===== src/rtl/pipe_stage_buffer.sv =====
// pipe_stage_buffer: elastic register between two core pipeline stages.
// It is a circular buffer of DEPTH entries with a valid/ready handshake on
// each side and a synchronous flush used to squash wrong-path work.
// in_ready depends only on registered state, so there is no combinational
// path from out_ready to in_ready. An empty buffer has no bypass: data
// accepted at a clock edge appears on out_data after that edge.
module pipe_stage_buffer #(
    parameter int WIDTH = 32,
    parameter int DEPTH = 2,
    parameter int LW    = $clog2(DEPTH + 1)
) (
    input  logic             clk,
    input  logic             rst,
    input  logic             flush,
    input  logic             in_valid,
    output logic             in_ready,
    input  logic [WIDTH-1:0] in_data,
    output logic             out_valid,
    input  logic             out_ready,
    output logic [WIDTH-1:0] out_data,
    output logic [LW-1:0]    level
);

    localparam int              PW       = (DEPTH > 1) ? $clog2(DEPTH) : 1;
    localparam logic [PW-1:0]   PTR_LAST = PW'(DEPTH - 1);
    localparam logic [LW-1:0]   CNT_FULL = LW'(DEPTH);

    logic [DEPTH-1:0][WIDTH-1:0] mem_q, mem_d;
    logic [PW-1:0]               wr_ptr_q, wr_ptr_d;
    logic [PW-1:0]               rd_ptr_q, rd_ptr_d;
    logic [LW-1:0]               count_q, count_d;
    logic                        push, pop;

    // DEPTH need not be a power of two, so wrap by compare.
    function automatic logic [PW-1:0] ptr_inc(input logic [PW-1:0] p);
        return (p == PTR_LAST) ? '0 : PW'(p + 1'b1);
    endfunction

    // Handshake outputs come from registered state only.
    always_comb begin
        in_ready  = (count_q != CNT_FULL);
        out_valid = (count_q != '0);
        out_data  = mem_q[rd_ptr_q];
        level     = count_q;
        push      = in_valid & in_ready & ~flush;
        pop       = out_valid & out_ready & ~flush;
    end

    // Next-state: flush empties the buffer and voids both handshakes.
    always_comb begin
        mem_d    = mem_q;
        wr_ptr_d = wr_ptr_q;
        rd_ptr_d = rd_ptr_q;
        count_d  = count_q;
        if (flush) begin
            count_d  = '0;
            rd_ptr_d = wr_ptr_q;
        end else begin
            if (push) begin
                mem_d[wr_ptr_q] = in_data;
                wr_ptr_d        = ptr_inc(wr_ptr_q);
            end
            if (pop) begin
                rd_ptr_d = ptr_inc(rd_ptr_q);
            end
            if (push && !pop) begin
                count_d = count_q + LW'(1);
            end else if (pop && !push) begin
                count_d = count_q - LW'(1);
            end
        end
    end

    // State registers; reset clears storage so out_data reads zero.
    always_ff @(posedge clk or posedge rst) begin
        if (rst) begin
            mem_q    <= '0;
            wr_ptr_q <= '0;
            rd_ptr_q <= '0;
            count_q  <= '0;
        end else begin
            mem_q    <= mem_d;
            wr_ptr_q <= wr_ptr_d;
            rd_ptr_q <= rd_ptr_d;
            count_q  <= count_d;
        end
    end

endmodule


===== config.mk =====
export PLATFORM = sky130hd
export DESIGN_NAME = pipe_stage_buffer
export DESIGN_NICKNAME = d
export VERILOG_FILES = /design/src/rtl/pipe_stage_buffer.sv
export SDC_FILE = /design/constraint.sdc
export NUM_CORES = 1
export LEC_CHECK = 0
export CAP_MARGIN = 0
export CORE_AREA = 2 2 88 90
export DETAILED_ROUTE_END_ITERATION = 6
export DIE_AREA = 0 0 90 92
export PLACE_DENSITY = 0.78
export SETUP_SLACK_MARGIN = 0.2
export SLEW_MARGIN = 40
export SYNTH_ARGS = -nofsm -noshare
export SYNTH_HDL_FRONTEND = slang
export SYNTH_SLANG_ARGS = --single-unit

===== constraint.sdc =====
create_clock -name clk -period 2.68 [get_ports clk]
set_clock_uncertainty 0.1 [all_clocks]
set_input_delay 0.67 -clock clk [delete_from_list [all_inputs] [get_ports clk]]
set_output_delay 0.67 -clock clk [all_outputs]
set_load 0.01 [all_outputs]

### Word-level counts from Yosys, hierarchy flattened

Cells that the tools add are included.

| storage, ports and cells | value |
|---|---|
| bits in registers | 68 |
| output and inout port bits | 36 |
| logic and storage cells | 39 |

| operators by class | value |
|---|---|
| add/subtract/negate cells | 4 |
| $lt $le $gt $ge | 3 |
| equality and inequality tests | 1 |
| muxes and demuxes | 12 |
| bitwise gates (word level) | 5 |
| reductions and logical operators | 9 |

Operator list:

| kind | count |
|---|---|
| 32-bit 2-to-1 mux | 3 |
| 64-bit bitwise mux | 1 |
| 32-bit demux with 1-bit select | 1 |
| 2-bit 2-to-1 mux | 3 |
| 1-bit bitwise AND | 4 |
| 1-bit by 2-bit less-than comparator with 1-bit output, second input constant | 2 |
| 1-bit 2-to-1 mux | 4 |
| 2-bit nonzero test | 2 |
| 1-bit logical AND | 3 |
| 3-bit nonzero test | 1 |
| 1-bit adder, second input constant | 2 |
| 2-bit by 1-bit adder with 2-bit output, second input constant | 1 |
| 1-bit logical NOT | 2 |
| 2-bit != test, second input constant | 1 |
| 2-bit AND reduction | 1 |
| 2-bit by 1-bit subtractor with 2-bit output, second input constant | 1 |
| 1-bit greater-or-equal comparator, second input constant | 1 |
| 1-bit inverter | 1 |

### Logic depth before layout (Yosys ltp)

| logic depth | value |
|---|---|
| depth after elaboration | 8 |
| mapped depth | 5 |
| depth with buffers taken out | 3 |

### Least setup slack after synthesis

No wires, ideal clock.

| timing path | value |
|---|---|
| path type | input port to flip-flop |
| start | in in_valid |
| end | reg mem_q[0] in the netlist's numbering |
| setup time | 0.125 ns |
| data arrival time | 1.688 ns |
| data required time | 2.455 ns |
| slack | 0.767 ns |
| cell stages on the path | 5 |
| path through | clkbuf_1 -> and4bb_1 -> buf_6 -> buf_12 -> mux2_4 |

| between the ends | value |
|---|---|
| word-level cells in the longest chain between the ends | 3 |

Ends and longest elaborated chain:

| what | line | RTL |
|---|---|---|
| start: declaration | 15 | `input logic in_valid,` |
| 1-bit bitwise AND (2 in a row) | 45 | `push = in_valid & in_ready & ~flush;` |
| 2-bit AND reduction (no line) | n/a |  |
| end signal: assignment | 82 | `mem_q <= mem_d;` |
| end: declaration | 28 | `logic [DEPTH-1:0][WIDTH-1:0] mem_q, mem_d;` |

No other way between the ends.
A chain may end at the register's enable or synchronous reset.

### Worst setup path in the final report

| timing path | value |
|---|---|
| start | reg rd_ptr_q |
| end | out out_data[12] |

| between the ends | value |
|---|---|
| word-level cells in the longest chain between the ends | 2 |

Ends and longest elaborated chain:

| what | line | RTL |
|---|---|---|
| start: declaration | 30 | `logic [PW-1:0] rd_ptr_q, rd_ptr_d;` |
| start signal: assignment | 84 | `rd_ptr_q <= rd_ptr_d;` |
| 32-bit 2-to-1 mux (implied by the code) (2 in a row) | 43 | `out_data = mem_q[rd_ptr_q];` |
| end: declaration | 20 | `output logic [WIDTH-1:0] out_data,` |

No other way between the ends. The select of a mux whose other input is x is not followed.

==> flow_metrics.env <==
export IMPL_status="completed"
export IMPL_fin_crit_sh_pct=93.2
export IMPL_sw_frac_of_total_pct=27.0
export IMPL_grt_max_degree=39
export IMPL_setup_violations=0
export IMPL_placed_cells=368
export IMPL_clock_fmax_mhz=400
export IMPL_slew_headroom_pct=80.1
export IMPL_synth_avg_cell_area_um2=16.1
export IMPL_cts_sinks=68
export IMPL_layout_cells_non_filler=395
export IMPL_antenna_left=0
export IMPL_via_per_inst=4.80
export IMPL_combPwrFrac_pct=44.6
export IMPL_busiest_layer="met2"
export IMPL_vdd_ir_drop_worst_v=0.000672
export IMPL_gp_congestion=0.745
export IMPL_synth_cell_types=23
export IMPL_first_pass_iters=4
export IMPL_hold_class="flip-flop to flip-flop"
export IMPL_power_density_mw_per_mm2=1160
export IMPL_grtUsageMet2_pct=24.1
export IMPL_routed_wirelength_mm=5.98
export IMPL_row_count=32
export IMPL_crit_arrival_ps=1730
export IMPL_io_pins=73
export IMPL_critPathKind="flip-flop to output port"
export IMPL_vias=1897
export IMPL_die_x_um=90
export IMPL_finalNetCount=325
export IMPL_pwr_share_seq_pct=34.7
export IMPL_postLayoutCellArea_mm2=0.00445
export IMPL_drc_errors=0
export IMPL_worstPathRequired_ps=1910
export IMPL_grtUsageMet3_pct=3.70
export IMPL_ys_ff_latch=68
export IMPL_p_switching_mw=1.39
export IMPL_wl_per_cell_um=15.1
export IMPL_endpoint_kind="output port"
export IMPL_grt_overflow_total=0
export IMPL_final_setup_tns_ps=0
export IMPL_syn_area_mm2=0.00318
export IMPL_cts_buffer_depth=2
export IMPL_globalRouteMet1Util_pct=19.4
export IMPL_grt_usage_pct=15.0
export IMPL_pwr_share_clk_pct=20.7
export IMPL_floorplan_initialDensity_pct=42.7
export IMPL_fp_dieH_um=92
export IMPL_yosysSeqAreaShare_pct=53.5
export IMPL_num_antenna_cells=0
export IMPL_cp_start_kind="flip-flop"
export IMPL_path_max_fanout=17
export IMPL_clkTransAtPathRegs_ps=70
export IMPL_postPlaceCellArea_mm2=0.00401
export IMPL_fillCellCount=595
export IMPL_cts_tree="done"
export IMPL_cts_made_buffers=9
export IMPL_synth_nets=234
export IMPL_cts_root_buf="clkbuf_8"
export IMPL_dp_hpwl_mm=3.88
export IMPL_power_internal_mw=3.76
export IMPL_yosys_warnings=0
export IMPL_hold_viol=0
export IMPL_drive_above_1_share_pct=47.8
export IMPL_maxCapViolCount=0
export IMPL_dieArea_mm2=0.00828
export IMPL_worstMarginPinSlew_ps=299
export IMPL_grt_pass1_vias=2036
export IMPL_h_tree_depth=3
export IMPL_synthToLayoutAreaGrowth_pct=39.8
export IMPL_clock_latency_ps=330
export IMPL_drtIter0Drc=61
export IMPL_fin_crit_ps=2500
export IMPL_maxSlewViolCount=0
export IMPL_rsz0062_at_grt="yes"
export IMPL_leakage_nw=2.14
export IMPL_port_buffers=72
export IMPL_grt_pass1_wl_mm=9.82
export IMPL_antenna_found_initial=0
export IMPL_syn_inst=197
export IMPL_core_mm2=0.00745
[area by class of cell]
cell class | count | area (µm²) | area share, %
clock buffer | 11 | 151 | 3.41
clock inverter | 5 | 106 | 2.39
inverter | 1 | 7.51 | 0.169
multi-input combinational | 116 | 1350 | 30.3
sequential | 68 | 1700 | 38.3
tap | 102 | 128 | 2.87
timing repair buffer | 92 | 1000 | 22.6
[sequential cells by signal, indices dropped and copies added (netlist names)]
register  cells
mem_q        64
level         2
rd_ptr_q      1
wr_ptr_q      1
[worst max-delay path, stage by stage (launching register included)]
cell	delay [ps]
dfrtp_2	410
buf_12	160
mux2_2	340
clkdlybuf4s50_1	480
[cell usage after synthesis, drive strengths merged]
| cell type | n | area share [%] |
|---|---|---|
| nand2 | 1 | 0.12 |
| mux2i | 1 | 0.31 |
| clkbuf | 2 | 0.24 |
| nor3b | 1 | 0.24 |
| or2 | 2 | 0.39 |
| xnor2 | 1 | 0.28 |
| nand2b | 2 | 0.63 |
| nand3b | 2 | 0.47 |
| and4bb | 1 | 0.39 |
| nand3 | 1 | 0.16 |
| a21oi | 3 | 0.47 |
| buf | 10 | 3.8 |
| dfrtp | 68 | 54 |
| a21o | 1 | 0.28 |
| nand4b | 1 | 0.47 |
| inv | 1 | 0.12 |
| mux2 | 96 | 38 |
| xor2 | 1 | 0.28 |
| o21ai | 2 | 0.31 |
[through the flow]
| stage | setup slack, ps | hold WS [ps] | power [mW] | util, % |
|---|---|---|---|---|
| final | 183 | 404 | 5.16 | 59.7 |
| after global routing | 117 | 421 | 5.45 | 59.7 |
| after CTS | 99.3 | 406 | 5.19 | 57.4 |
| after detailed placement | 334 | 388 | 4.07 | 53.8 |
| after global placement | 355 | 381 | 4.03 | 53.8 |
| after floorplan | 767 | 374 | 3.14 | - |
[routing by layer]
metal	part of all wire, %	up-vias
li1	-	883
met1	46	964
met2	48	44
met3	4.7	6
met4	1.3	0
met5	0	-
[cell families after synthesis]
group,share of synthesized area (%)
flops,53.5
buf+inv,4.13
compound gates,1.06
simple gates,2.87
mux,37.9
xor+xnor,0.551
[power by group through the flow]
stage | Clock, mW | Sequential (mW) | Combinational, mW
6_report | 1.07 | 1.79 | 2.30
4_1_cts | 1.09 | 1.79 | 2.31
2_1_floorplan | 0 | 1.72 | 1.43
3_5_place_dp | 0 | 1.79 | 2.28
5_1_grt | 1.13 | 1.86 | 2.46
3_3_place_gp | 0 | 1.77 | 2.26
[placed cells by master (no fill, tap or decap), types with 2 or more instances in the layout]
master and instances:
or2_2 2, dlymetal6s2s_1 28, buf_4 15, a21oi_1 3, clkdlybuf4s50_1 44, o21ai_0 2, buf_12 5, bufinv_16 3
dfrtp_1 67, mux2_2 66, nand3b_1 2, mux2_4 30, clkbuf_8 11, clkinvlp_4 2
[path summary, 6_finish.rpt]
check                           from      endpoint  slack [ps]  cells past startpoint
max                         rd_ptr_q  out_data[12]         180                      3
min                        mem_q[50]     mem_q[50]         400                      1
max reg2reg                 level[0]      mem_q[5]         970                      4
min reg2reg                mem_q[50]     mem_q[50]         400                      1
max in group asynchronous        rst      rd_ptr_q        1360                      3
min in group asynchronous        rst     mem_q[42]         560                      2
[timing repair]
item,CTS,global route
setup buffers,0,11
hold buffers,0,0
setup endpoints to repair,32,32
resized for setup,2,33
(Power assumes the default switching activity.)
